===== config.mk =====
export PLATFORM = sky130hd
export DESIGN_NAME = updown_bcd_counter
export DESIGN_NICKNAME = d
export VERILOG_FILES = /design/src/rtl/updown_bcd_pkg.sv /design/src/rtl/bcd_digit.sv /design/src/rtl/updown_bcd_counter.sv
export SDC_FILE = /design/constraint.sdc
export NUM_CORES = 1
export LEC_CHECK = 0
export CAP_MARGIN = 20
export CORE_UTILIZATION = 45
export DETAILED_ROUTE_END_ITERATION = 10
export DONT_BUFFER_PORTS = 1
export SYNTH_ARGS = -nofsm -noshare
export SYNTH_HDL_FRONTEND = slang
export SYNTH_SLANG_ARGS = --single-unit

===== constraint.sdc =====
create_clock -name CLK -period 2.9 [get_ports CLK]
set_clock_uncertainty 0.2 [all_clocks]
set_input_delay 0.58 -clock CLK [delete_from_list [all_inputs] [get_ports CLK]]
set_output_delay 0.58 -clock CLK [all_outputs]
set_load 0.03 [all_outputs]

===== src/rtl/updown_bcd_pkg.sv =====
// Shared definitions for the multi-digit BCD up/down counter.
//
// Contents:
//   BCD_W         width of one BCD digit
//   BCD_MAX       largest legal digit value (9)
//   BCD_MIN       smallest legal digit value (0)
//   bcd_sanitize  maps an illegal nibble (>9) to 0, passes legal digits through
package updown_bcd_pkg;

  localparam int unsigned      BCD_W   = 4;
  localparam logic [BCD_W-1:0] BCD_MAX = 4'h9;
  localparam logic [BCD_W-1:0] BCD_MIN = 4'h0;

  function automatic logic [BCD_W-1:0] bcd_sanitize(input logic [BCD_W-1:0] nibble);
    return (nibble > BCD_MAX) ? BCD_MIN : nibble;
  endfunction

endpackage


===== src/rtl/bcd_digit.sv =====
// One BCD digit of the up/down counter chain.
//
// Ports:
//   CLK        system clock, rising edge
//   RESET      synchronous active-low reset, clears the digit to 0
//   step_en    a count step happens this cycle
//   up         1 = increment, 0 = decrement
//   load       synchronous load strobe (priority over step)
//   load_val   value to load; nibbles above 9 load as 0
//   carry_in   all lower digits are at the limit for the current direction
//   digit      current digit value (always 0..9)
//   carry_out  carry_in and this digit is at 9 (up) or 0 (down)
module bcd_digit
  import updown_bcd_pkg::*;
(
  input  logic             CLK,
  input  logic             RESET,
  input  logic             step_en,
  input  logic             up,
  input  logic             load,
  input  logic [BCD_W-1:0] load_val,
  input  logic             carry_in,
  output logic [BCD_W-1:0] digit,
  output logic             carry_out
);

  logic [BCD_W-1:0] digit_q, digit_d;
  logic             at_max, at_min;

  assign at_max = (digit_q == BCD_MAX);
  assign at_min = (digit_q == BCD_MIN);

  always_comb begin
    digit_d = digit_q;
    if (load) begin
      digit_d = bcd_sanitize(load_val);
    end else if (step_en && carry_in) begin
      if (up) begin
        digit_d = at_max ? BCD_MIN : digit_q + 4'd1;
      end else begin
        digit_d = at_min ? BCD_MAX : digit_q - 4'd1;
      end
    end
  end

  always_ff @(posedge CLK) begin
    if (!RESET) begin
      digit_q <= BCD_MIN;
    end else begin
      digit_q <= digit_d;
    end
  end

  assign digit     = digit_q;
  // Carry is combinational so every digit of the chain updates on the same edge.
  assign carry_out = carry_in & (up ? at_max : at_min);

endmodule


===== src/rtl/updown_bcd_counter.sv =====
// Multi-digit BCD up/down counter with prescaler, synchronous load and wrap pulse.
//
// Parameters:
//   DIGITS          number of BCD digits (1..8), digit 0 least significant
//   TICK_MAX        prescaler period in CLK cycles (>=2)
//   OUT_ACTIVE_LOW  1 = COUNT inverted for active-low LEDs, 0 = true BCD
//
// Ports:
//   CLK       system clock, rising edge
//   RESET     synchronous active-low reset
//   RUN       1 = prescaler advances and counting enabled, 0 = hold
//   UP        count direction, only matters on the step cycle
//   LOAD      synchronous load strobe, clears the prescaler
//   LOAD_VAL  BCD load value, digit i at [4i+3:4i]
//   COUNT     current value, polarity per OUT_ACTIVE_LOW
//   TICK      one-cycle pulse per count step
//   WRAP      one-cycle pulse when a step crosses the full-value limit
//
// Build option: define UPDOWN_BCD_SATURATE_EN to saturate at 9..9 / 0..0 instead of
// wrapping; WRAP then pulses on every step attempted at the limit.
module updown_bcd_counter
  import updown_bcd_pkg::*;
#(
  parameter int unsigned DIGITS         = 2,
  parameter int unsigned TICK_MAX       = 6000000,
  parameter int unsigned OUT_ACTIVE_LOW = 1
) (
  input  logic                    CLK,
  input  logic                    RESET,
  input  logic                    RUN,
  input  logic                    UP,
  input  logic                    LOAD,
  input  logic [BCD_W*DIGITS-1:0] LOAD_VAL,
  output logic [BCD_W*DIGITS-1:0] COUNT,
  output logic                    TICK,
  output logic                    WRAP
);

  localparam int unsigned     PW         = $clog2(TICK_MAX);
  localparam logic [PW-1:0]   PRESC_LAST = PW'(TICK_MAX - 1);

  logic [PW-1:0]             presc_q, presc_d;
  logic                      tick_q, tick_d;
  logic                      wrap_q, wrap_d;
  logic                      step;
  logic                      digit_step;
  logic                      at_limit;
  logic [DIGITS:0]           carry;
  logic [BCD_W*DIGITS-1:0]   value;

  assign step     = RUN && (presc_q == PRESC_LAST);
  assign carry[0] = 1'b1;
  // All digits at 9 (up) or 0 (down): this step crosses the full-value limit.
  assign at_limit = carry[DIGITS];

`ifdef UPDOWN_BCD_SATURATE_EN
  assign digit_step = step & ~at_limit;
`else
  assign digit_step = step;
`endif

  for (genvar i = 0; i < DIGITS; i++) begin : g_digit
    bcd_digit u_digit (
      .CLK       (CLK),
      .RESET     (RESET),
      .step_en   (digit_step),
      .up        (UP),
      .load      (LOAD),
      .load_val  (LOAD_VAL[BCD_W*i +: BCD_W]),
      .carry_in  (carry[i]),
      .digit     (value[BCD_W*i +: BCD_W]),
      .carry_out (carry[i+1])
    );
  end

  always_comb begin
    presc_d = presc_q;
    tick_d  = step;
    wrap_d  = step & at_limit;
    if (LOAD) begin
      presc_d = '0;
      tick_d  = 1'b0;
      wrap_d  = 1'b0;
    end else if (step) begin
      presc_d = '0;
    end else if (RUN) begin
      presc_d = presc_q + 1'b1;
    end
  end

  always_ff @(posedge CLK) begin
    if (!RESET) begin
      presc_q <= '0;
      tick_q  <= 1'b0;
      wrap_q  <= 1'b0;
    end else begin
      presc_q <= presc_d;
      tick_q  <= tick_d;
      wrap_q  <= wrap_d;
    end
  end

  if (OUT_ACTIVE_LOW != 0) begin : g_out_inv
    assign COUNT = ~value;
  end else begin : g_out_true
    assign COUNT = value;
  end

  assign TICK = tick_q;
  assign WRAP = wrap_q;

endmodule


Word-level counts from Yosys, hierarchy flattened
Index checks and enable logic that the tools add are counted.
Storage, ports and cells
  register bits: 33
  bits in latches: 0
  bits in writable memories: 0
  ROM bits: 0
  input bits: 13
  output and inout port bits: 10
  word-level logic and storage cells: 41
  memories kept: 0
Operators by class
  $add $sub $neg: 5
  multipliers: 0
  divide/modulo/power cells: 0
  $lt $le $gt $ge: 2
  equality and inequality tests: 3
  shifts and indexed selects: 0
  multiplexer cells: 14
  bitwise gates (word level): 4
  reductions and logical operators: 8
Operators with widths (count)
  two-way mux 4 bit: 12
  adder 23 x 1 -> 23 bit (second input constant): 1
  == test 23 bit (second input constant): 1
  adder 4 x 1 -> 4 bit (second input constant): 2
  == test 4 bit (second input constant): 2
  greater-than comparator 4 bit (second input constant): 2
  logical NOT 4 bit: 2
  inverter 8 bit: 1
  subtractor 4 x 1 -> 4 bit (second input constant): 2
  nonzero test 2 bit: 2
  OR reduction 3 bit: 1
  AND 1 bit: 2
  logical AND 1 bit: 2
  two-way mux 1 bit: 2
  OR reduction 2 bit: 1
  inverter 1 bit: 1

Depth between registers and ports, before layout
Gate-level depths: netlist (run 1).
  depth in word-level cells: 5
  mapped depth: 8
  depth with buffers taken out: 6

Hierarchy
Synthesis (run 1) repeated with hierarchy kept, for this count alone.
Second synthesis, totals
  cell total of the unflattened synthesis: 241
  area total of the unflattened synthesis: 1883.1 um^2
By module, submodules not included
  updown_bcd_counter: instances 1, cells an instance 141, area each 1187.4 um^2, seq. area each 500.5 um^2
  bcd_digit: instances 2, cells an instance 50, area each 347.8 um^2, seq. area each 80.1 um^2

Worst setup path before layout (run 1)
No wires, ideal clock.
  path type: input to register
  from: input RUN
  to: register g_digit[0].u_digit.digit_q[1]
  arrival: 2.136 ns
  required time: 2.584 ns
  slack: 0.448 ns
  stages: 7
  buffers on the path: 2
  cell sequence: buf_4 -> and4_4 -> nand3_4 -> or4_1 -> buf_2 -> a2111o_1 -> and4_1
Between the ends
  word-level cells in the longest chain between the ends: 2
RTL lines
  start: declaration: line updown_bcd_counter.sv:30  | input logic RUN,
  logical AND 1 bit: line updown_bcd_counter.sv:51  | assign step = RUN && (presc_q == PRESC_LAST);
  nonzero test 2 bit (no line)
  end signal: assignment: line bcd_digit.sv:50  | digit_q <= digit_d;
  end: declaration: line bcd_digit.sv:27  | logic [BCD_W-1:0] digit_q, digit_d;
No other way between the ends.
A chain may end at the register's enable or synchronous reset.

Worst setup path in the final report (run 1)
  from: register presc_q[0]
  to: register g_digit[0].u_digit.digit_q[1]
Between the ends
  word-level cells in the longest chain between the ends: 3
RTL lines
  start: declaration: line updown_bcd_counter.sv:42  | logic [PW-1:0] presc_q, presc_d;
  start signal: assignment: line updown_bcd_counter.sv:97  | presc_q <= presc_d;
  == test 23 bit: line updown_bcd_counter.sv:51
  logical AND 1 bit: line updown_bcd_counter.sv:51
  nonzero test 2 bit (no line)
No other way between the ends.

==> run summary, run 1 <==
Status -> complete, no violations
Max Buffers Root-to-Sink -> 2
Hold EP -> g_digit[0].u_digit.digit[0]
CTS H-Tree Depth -> 2
Hold buffers post-CTS -> 0
Setup TNS -> 0 ns
Worst path cell trace -> ha_1 > nand3_4 > or4_1 > a2111o_1 > and4_1
Die ar. -> 4473 um2
Number of max-cap violations -> 0
VDD IR max -> 0.0002160 V
Reg-to-reg critical path endpoint -> g_digit[0].u_digit.digit[1]
Largest net degree at the start of global routing -> 19
CP required -> 2.88 ns
Routability cong. -> 0.8206
Crit. End Element -> flop
Gr usage total -> 19.39%
NumNets Final -> 246
Final Hold Fails -> 0
Crit path DAT -> 2.36 ns
CTS buffer count -> 5
Grt total ovfl -> 0
Worst R2R Path Depth -> 5
Die W -> 66.88 um
Post-DP HPWL -> 2759 um
Share of layout cells above drive strength 1 -> 6.867%
Crit share post-route -> 81.83%
Worst hold path class -> input port to flop
Vias per inst -> 5.640
Clock Tree Root -> clkbuf_8
Number of synthesized flops with an enable pin -> 0
Endpoints failing setup -> 0
Reg2Reg Setup Slack -> 0.53 ns
Mapped Cells -> 238
Worst slew margin -> 73.53%
Total Routed Length -> 3865 um
Commonest cells after routing, fill and taps aside -> nor2_1, dfxtp_1, xnor2_1
Placed insts -> 275
Worst path bufs/invs -> 0
IO Pins -> 23
Slowest library cell on the worst path -> or4_1
Hold wc startpoint -> RESET
Synth Net Count -> 252
WHS Path Cells -> 2
Area growth syn-to-layout -> 5.284%
Diodes inserted -> 0
RSZ-0062 raised after global routing -> false
Post-Synth Simple-Gate Area -> 34.21%
Max-slew violations -> 0
Family with the most delay on the worst path -> simple AND/OR/NAND/NOR gates
Initial drt markers -> 107
Post-CTS sizing -> 0
Least-Margin Pin Slew -> 0.3965 ns
IO Port Bufs -> 0
Leak -> 0.6655 nW
Antenna violations before repair -> 0
Residual DRC count -> 0
Complex-gate fraction of the synthesized area -> 10.24%
Synth warn -> 0
Avg Cell Area, Syn -> 7.959 um2
Most common cell after layout, fill and taps aside -> nor2_1
Post-synthesis adder-cell area fraction -> 0.6605%
Vias in the first global route -> 1374
CP Max Fanout -> 9
Sequential share of the synthesized area -> 34.87%
Worst path max stage delay -> 0.70 ns
FFs w/ async S/R, synth -> 0%
Crit start category -> flop
Worst-path clk slew -> 0.07 ns
Clock period minus worst slack -> 2.373 ns
Clock latency on the worst-skew pair -> 0.29 ns
Top_reg_cell synth -> dfxtp_1
Final ANT Viol Nets -> 0
Initial core utilization -> 47.02%
Sink Count -> 33
Detailed Routing Iterations Pass 1 -> 4
CTS tree -> yes
Die height -> 66.88 um
Synth Cell Area -> 1894 um2
Routed WL per cell -> 13.66 um
Final cell count without fillers -> 283
Reg2reg start -> presc_q[0]
Main combinational cell family by area after synthesis -> simple AND/OR/NAND/NOR gates
Vias after detailed routing -> 1596
FMAX -> 0.4214 GHz
Critical path class -> flop to flop
Post-synthesis cell type count -> 44
Post-CTS setup buffer count -> 0
Synth Register Bits -> 33
XOR/XNOR share of the synthesized area -> 11.56%
Power Density -> 436.4 nW/um2
Core area -> 4029 um2
Rows -> 23
First-pass GRT wire length -> 6472 um
Mux cell area share after synthesis -> 2.114%
-- layout make-up --
cell class	instances	area, um2
clock buffer	6	72.57
clock inverter	2	10.01
fill	412	2034
inverter	14	52.55
multi-input combinational	175	1114
sequential	33	660.6
tap	50	62.56
timing repair buffer	3	22.52
-- cell families (layout without fill, tap and decap cells) --
kind of cell / Yosys count / count (layout)
buf+inv: 30 / 25
flops: 33 / 33
fa+ha+maj: 1 / 1
xor+xnor: 25 / 25
mux: 4 / 4
compound gates: 29 / 29
simple gates: 116 / 116
-- through the flow --
step,total power [mW],worst slack [ns],cell area (um2),util [%],hold WS (ns)
finish,0.8704,0.5269,1994,49.50,0.2123
CTS,0.8821,0.5130,1994,49.50,0.2053
detailed placement,0.5480,0.4616,1912,47.45,0.3186
global route,0.9109,0.3885,1994,49.50,0.2056
floorplan,0.5445,0.4483,1894,-,0.2842
global placement,0.5477,0.4910,1912,47.45,0.3033
-- flip-flops by register name (all words and copies together) (netlist names) --
signal                 flops
WRAP                       1
g_digit.u_digit.digit      8
presc_q                   23
TICK                       1
-- synth_stat cells, types with 3 or more instances --
| master | number | share of area [%] |
|---|---|---|
| and3_1 | 6 | 2.0 |
| and4_1 | 3 | 1.4 |
| buf_2 | 3 | 0.79 |
| clkbuf_1 | 12 | 2.4 |
| dfxtp_1 | 33 | 35 |
| inv_1 | 14 | 2.8 |
| mux2i_1 | 4 | 2.1 |
| nand2_1 | 14 | 2.8 |
| nand3_1 | 9 | 2.4 |
| nand4_1 | 10 | 3.3 |
| nand4b_1 | 5 | 2.3 |
| nor2_1 | 35 | 6.9 |
| nor3_1 | 8 | 2.1 |
| nor4b_1 | 3 | 1.4 |
| o211ai_1 | 3 | 1.2 |
| o21ai_0 | 14 | 3.7 |
| xnor2_1 | 15 | 6.9 |
| xor2_1 | 10 | 4.6 |
-- power breakdown --
part,switching [mW],internal (mW)
logic,0.0390,0.0268
clock network,0.167,0.166
registers,0.0126,0.459
total,0.218,0.652
-- worst max path at each step --
stage,endpoint,cells past startpoint,startpoint
after global routing,g_digit[0].u_digit.digit[1],5,presc_q[0]
after CTS,g_digit[0].u_digit.digit[1],5,presc_q[0]
after detailed placement,g_digit[0].u_digit.digit[1],5,RUN
after global placement,g_digit[0].u_digit.digit[1],5,RUN
final,g_digit[0].u_digit.digit[1],5,presc_q[0]
after floorplan,g_digit[0].u_digit.digit[1],7,RUN
-- routing by layer --
| layer | GRT usage [%] | wire (um) | vias to the layer above |
|---|---|---|---|
| met4 | 7.181 | 61 | 0 |
| met1 | 27.12 | 1975 | 739 |
| met5 | 0 | 0 | - |
| met3 | 5.822 | 168 | 6 |
| met2 | 27.53 | 1660 | 30 |
| li1 | - | - | 821 |
Note: power is estimated with default switching activity, not from simulation.
==> run 2, diff against run 1 <==
--- a/config.mk
+++ b/config.mk
@@ -5,6 +5,7 @@
 export SDC_FILE = /design/constraint.sdc
 export NUM_CORES = 1
 export LEC_CHECK = 0
+export ABC_AREA = 1
 export CAP_MARGIN = 20
 export CORE_UTILIZATION = 45
 export DETAILED_ROUTE_END_ITERATION = 10
==> constraint.sdc (replaced) <==
create_clock -name CLK -period 2.1 [get_ports CLK]
set_clock_uncertainty 0.2 [all_clocks]
set_input_delay 0.42 -clock CLK [delete_from_list [all_inputs] [get_ports CLK]]
set_output_delay 0.42 -clock CLK [all_outputs]
set_load 0.03 [all_outputs]
==> run summary, run 2 <==
Commonest cells after routing, fill and taps aside -> nand2_1, nor2_1, inv_1
Avg Cell Area, Syn -> 6.033 um2 (-24%)
Worst R2R Path Depth -> 8 (+3)
Sequential share of the synthesized area -> 31.02% (-3.9 points)
Total power -> 1.284 mW (+48%)
Worst path max stage delay -> 0.37 ns (-0.33 ns)
Crit. End Element -> flop
CP Max Fanout -> 22 (+13)
Routability cong. -> 0.8784 (+7.0%)
Max-slew violations -> 0 (unchanged)
RSZ-0062 raised after global routing -> false
NumNets Final -> 371 (+51%)
Grt total ovfl -> 0 (unchanged)
Gr usage total -> 20.38% (+0.99 points)
Vias after detailed routing -> 2088 (+31%)
Setup ws final -> 0.2565 ns (-0.2704 ns)
Critical path depth -> 8 (+3)
Top_reg_cell synth -> dfxtp_1
Number of max-cap violations -> 0 (unchanged)
Sink Count -> 33 (unchanged)
Crit share post-route -> 87.79% (+6.0 points)
Least-Margin Pin Slew -> 0.3555 ns (-0.04101 ns)
Seq pwr share -> 50.9% (-3.3 points)
Top cells by count, synth -> nand2_1, nor2_1, inv_1, dfxtp_1, nand3_1
Routing usage on met1 -> 28.63% (+1.5 points)
CTS tree -> yes
CTS buffer count -> 5 (unchanged)
Crit start category -> flop
First-pass GRT wire length -> 8093 um (+25%)
Int Power -> 0.9421 mW (+44%)
VDD IR max -> 0.0002895 V (+34%)
Core area -> 4444 um2 (+10%)
Routing usage on met3 -> 4.416% (-1.4 points)
CTS H-Tree Depth -> 2 (unchanged)
Total Routed Length -> 4741 um (+23%)
Detailed Routing Iterations Pass 1 -> 7 (+3)
Vias per inst -> 5.105 (-9.5%)
Reg-to-reg critical path endpoint -> presc_q[12]
Mapped Cells -> 353 (+48%)
Status -> complete, no violations
Endpoints failing setup -> 0 (unchanged)
Diodes inserted -> 0 (unchanged)
Max reg flops -> 23 (unchanged)
Setup TNS -> 0 ns (unchanged)
Max Buffers Root-to-Sink -> 2 (unchanged)
Crit path DAT -> 1.81 ns (-0.55 ns)
Leak -> 0.9561 nW (+44%)
IO Pins -> 23 (unchanged)
Most common cell after layout, fill and taps aside -> nand2_1
Setup crit end -> presc_q[12]
Family with the most delay on the worst path -> simple AND/OR/NAND/NOR gates
Worst path bufs/invs -> 0 (unchanged)
Area growth syn-to-layout -> 6.111%
Clock latency on the worst-skew pair -> 0.28 ns (about the same)
Grt met2 use -> 30.56% (+3.0 points)
Worst Setup SP -> presc_q[0]
Critical path class -> flop to flop
Die height -> 70.79 um (+5.8%)
Post-DP HPWL -> 3681 um (+33%)
Die W -> 70.79 um (+5.8%)
Synth warn -> 0 (unchanged)
Slowest library cell on the worst path -> dfxtp_1
Clock power share -> 37.8% (-0.4 points)
Vias in the first global route -> 1851 (+35%)
Rows -> 24 (+4.3%)
Reg2Reg Setup Slack -> 0.26 ns (-0.27 ns)
FMAX -> 0.5424 GHz (+29%)
Switching Power -> 0.3424 mW (+57%)
Synth Register Bits -> 33 (unchanged)
Worst path cell trace -> ha_1 > nand3_1 > nor2_1 > nand3_2 > nor2_2 > nor2_4 > nand2_4 > nor3_1
Switching share of power -> 26.66% (+1.6 points)
Antenna violations before repair -> 0 (unchanged)
Reg2reg start -> presc_q[0]
Setup WS pre-CTS -> 0.2760 ns (-0.1856 ns)
Synth Cell Area -> 2130 um2 (+12%)
Residual DRC count -> 0 (unchanged)
Post-CTS setup buffer count -> 0 (unchanged)
Share of layout cells above drive strength 1 -> 6.723% (-0.14 points)
Largest net degree at the start of global routing -> 23 (+4)
Grt peak-use layer -> met2
Final Hold Fails -> 0 (unchanged)
Yosys top cell area share -> 31.02% (-3.9 points)
Layout fillers -> 473 (+15%)
Number of synthesized flops with an enable pin -> 0 (unchanged)
Clock Tree Root -> clkbuf_8
Initial drt markers -> 90 (-16%)
Clock period minus worst slack -> 1.844 ns (-0.5296 ns)
Initial core utilization -> 47.92% (+0.90 points)
Final ANT Viol Nets -> 0 (unchanged)
Worst slew margin -> 76.27% (+2.7 points)
Hold buffers post-CTS -> 0 (unchanged)
Worst-path clk slew -> 0.07 ns (about the same)
Area of the multi-input gates -> 1245 um2 (+12%)
Top-count cell post-synth -> nand2_1
Yosys top cell by area -> dfxtp_1
Power Density -> 568.4 nW/um2 (+30%)
Post-synthesis cell type count -> 26 (-41%)
Largest Register -> presc_q
Post-CTS sizing -> 0 (unchanged)
Main area contributors after synthesis -> dfxtp_1, nand2_1, nor2_1
IO Port Bufs -> 0 (unchanged)
Worst hold path class -> input port to flop
Comb power frac -> 11.3% (+3.7 points)
Routed WL per cell -> 11.59 um (-15%)
Sequential cell area -> 660.6 um2 (unchanged)
Die ar. -> 5011 um2 (+12%)
CP required -> 2.07 ns (-0.81 ns)
Synth Net Count -> 367 (+46%)
FFs w/ async S/R, synth -> 0% (unchanged)
run 2: cell count changes in the layout (fill, tap and decap cells not counted), moves of 8 or more:
cell     before  now
a21oi_1       2   10
inv_1        14   49
nand2_1      14   98
nand3_1       9   25
nor2_1       35   67
xnor2_1      15    5
run 2: cell type report:
type,count,share of cell area [%]
clock buffers,7,3.821
inverters,50,8.306
multi-input cells,265,55.09
flip-flops and latches,33,29.24
well taps,52,2.879
repair buffers,2,0.6645
run 2: kinds of logic after synthesis:
| kind of cell | share of synthesized area, % |
|---|---|
| and+or+nand+nor | 47.59 |
| AOI/OAI and AO/OA | 5.758 |
| adders and majority gates | 0.5875 |
| buffers and inverters | 10.52 |
| xor gates and xnor gates | 4.524 |
| DFF | 31.02 |
run 2: per-layer routing:
layer	share of wire [%]	vias up
li1	-	1113
met1	51	924
met2	42	45
met3	5.1	6
met4	1.4	0
met5	0	-
run 2: worst min-delay path by stage:
| stage | cells past startpoint | slack [ns] | startpoint | end |
|---|---|---|---|---|
| floorplan | 2 | 0.25 | presc_q[1] | presc_q[1] |
| global placement | 2 | 0.27 | presc_q[0] | presc_q[0] |
| detailed placement | 2 | 0.28 | presc_q[1] | presc_q[1] |
| CTS | 2 | 0.03 | RESET | g_digit[0].u_digit.digit[3] |
| global route | 2 | 0.04 | RESET | g_digit[0].u_digit.digit[3] |
| finish | 2 | 0.05 | RESET | g_digit[0].u_digit.digit[3] |
run 2: through the flow:
step,cells,hold slack [ns],util [%],area (um2)
2_1_floorplan,353,0.2541,-,2130
3_3_place_gp,402,0.2690,48.90,2173
3_5_place_dp,402,0.2840,48.90,2173
4_1_cts,409,0.03409,50.84,2260
5_1_grt,409,0.04044,50.84,2260
6_report,409,0.04513,50.84,2260
run 2: power by group through the flow:
stage	Clock [mW]	Sequential (mW)	Combinational [mW]
3_3_place_gp	0	0.668	0.145
2_1_floorplan	0	0.664	0.133
3_5_place_dp	0	0.668	0.145
6_report	0.485	0.654	0.145
5_1_grt	0.532	0.656	0.167
4_1_cts	0.501	0.654	0.146
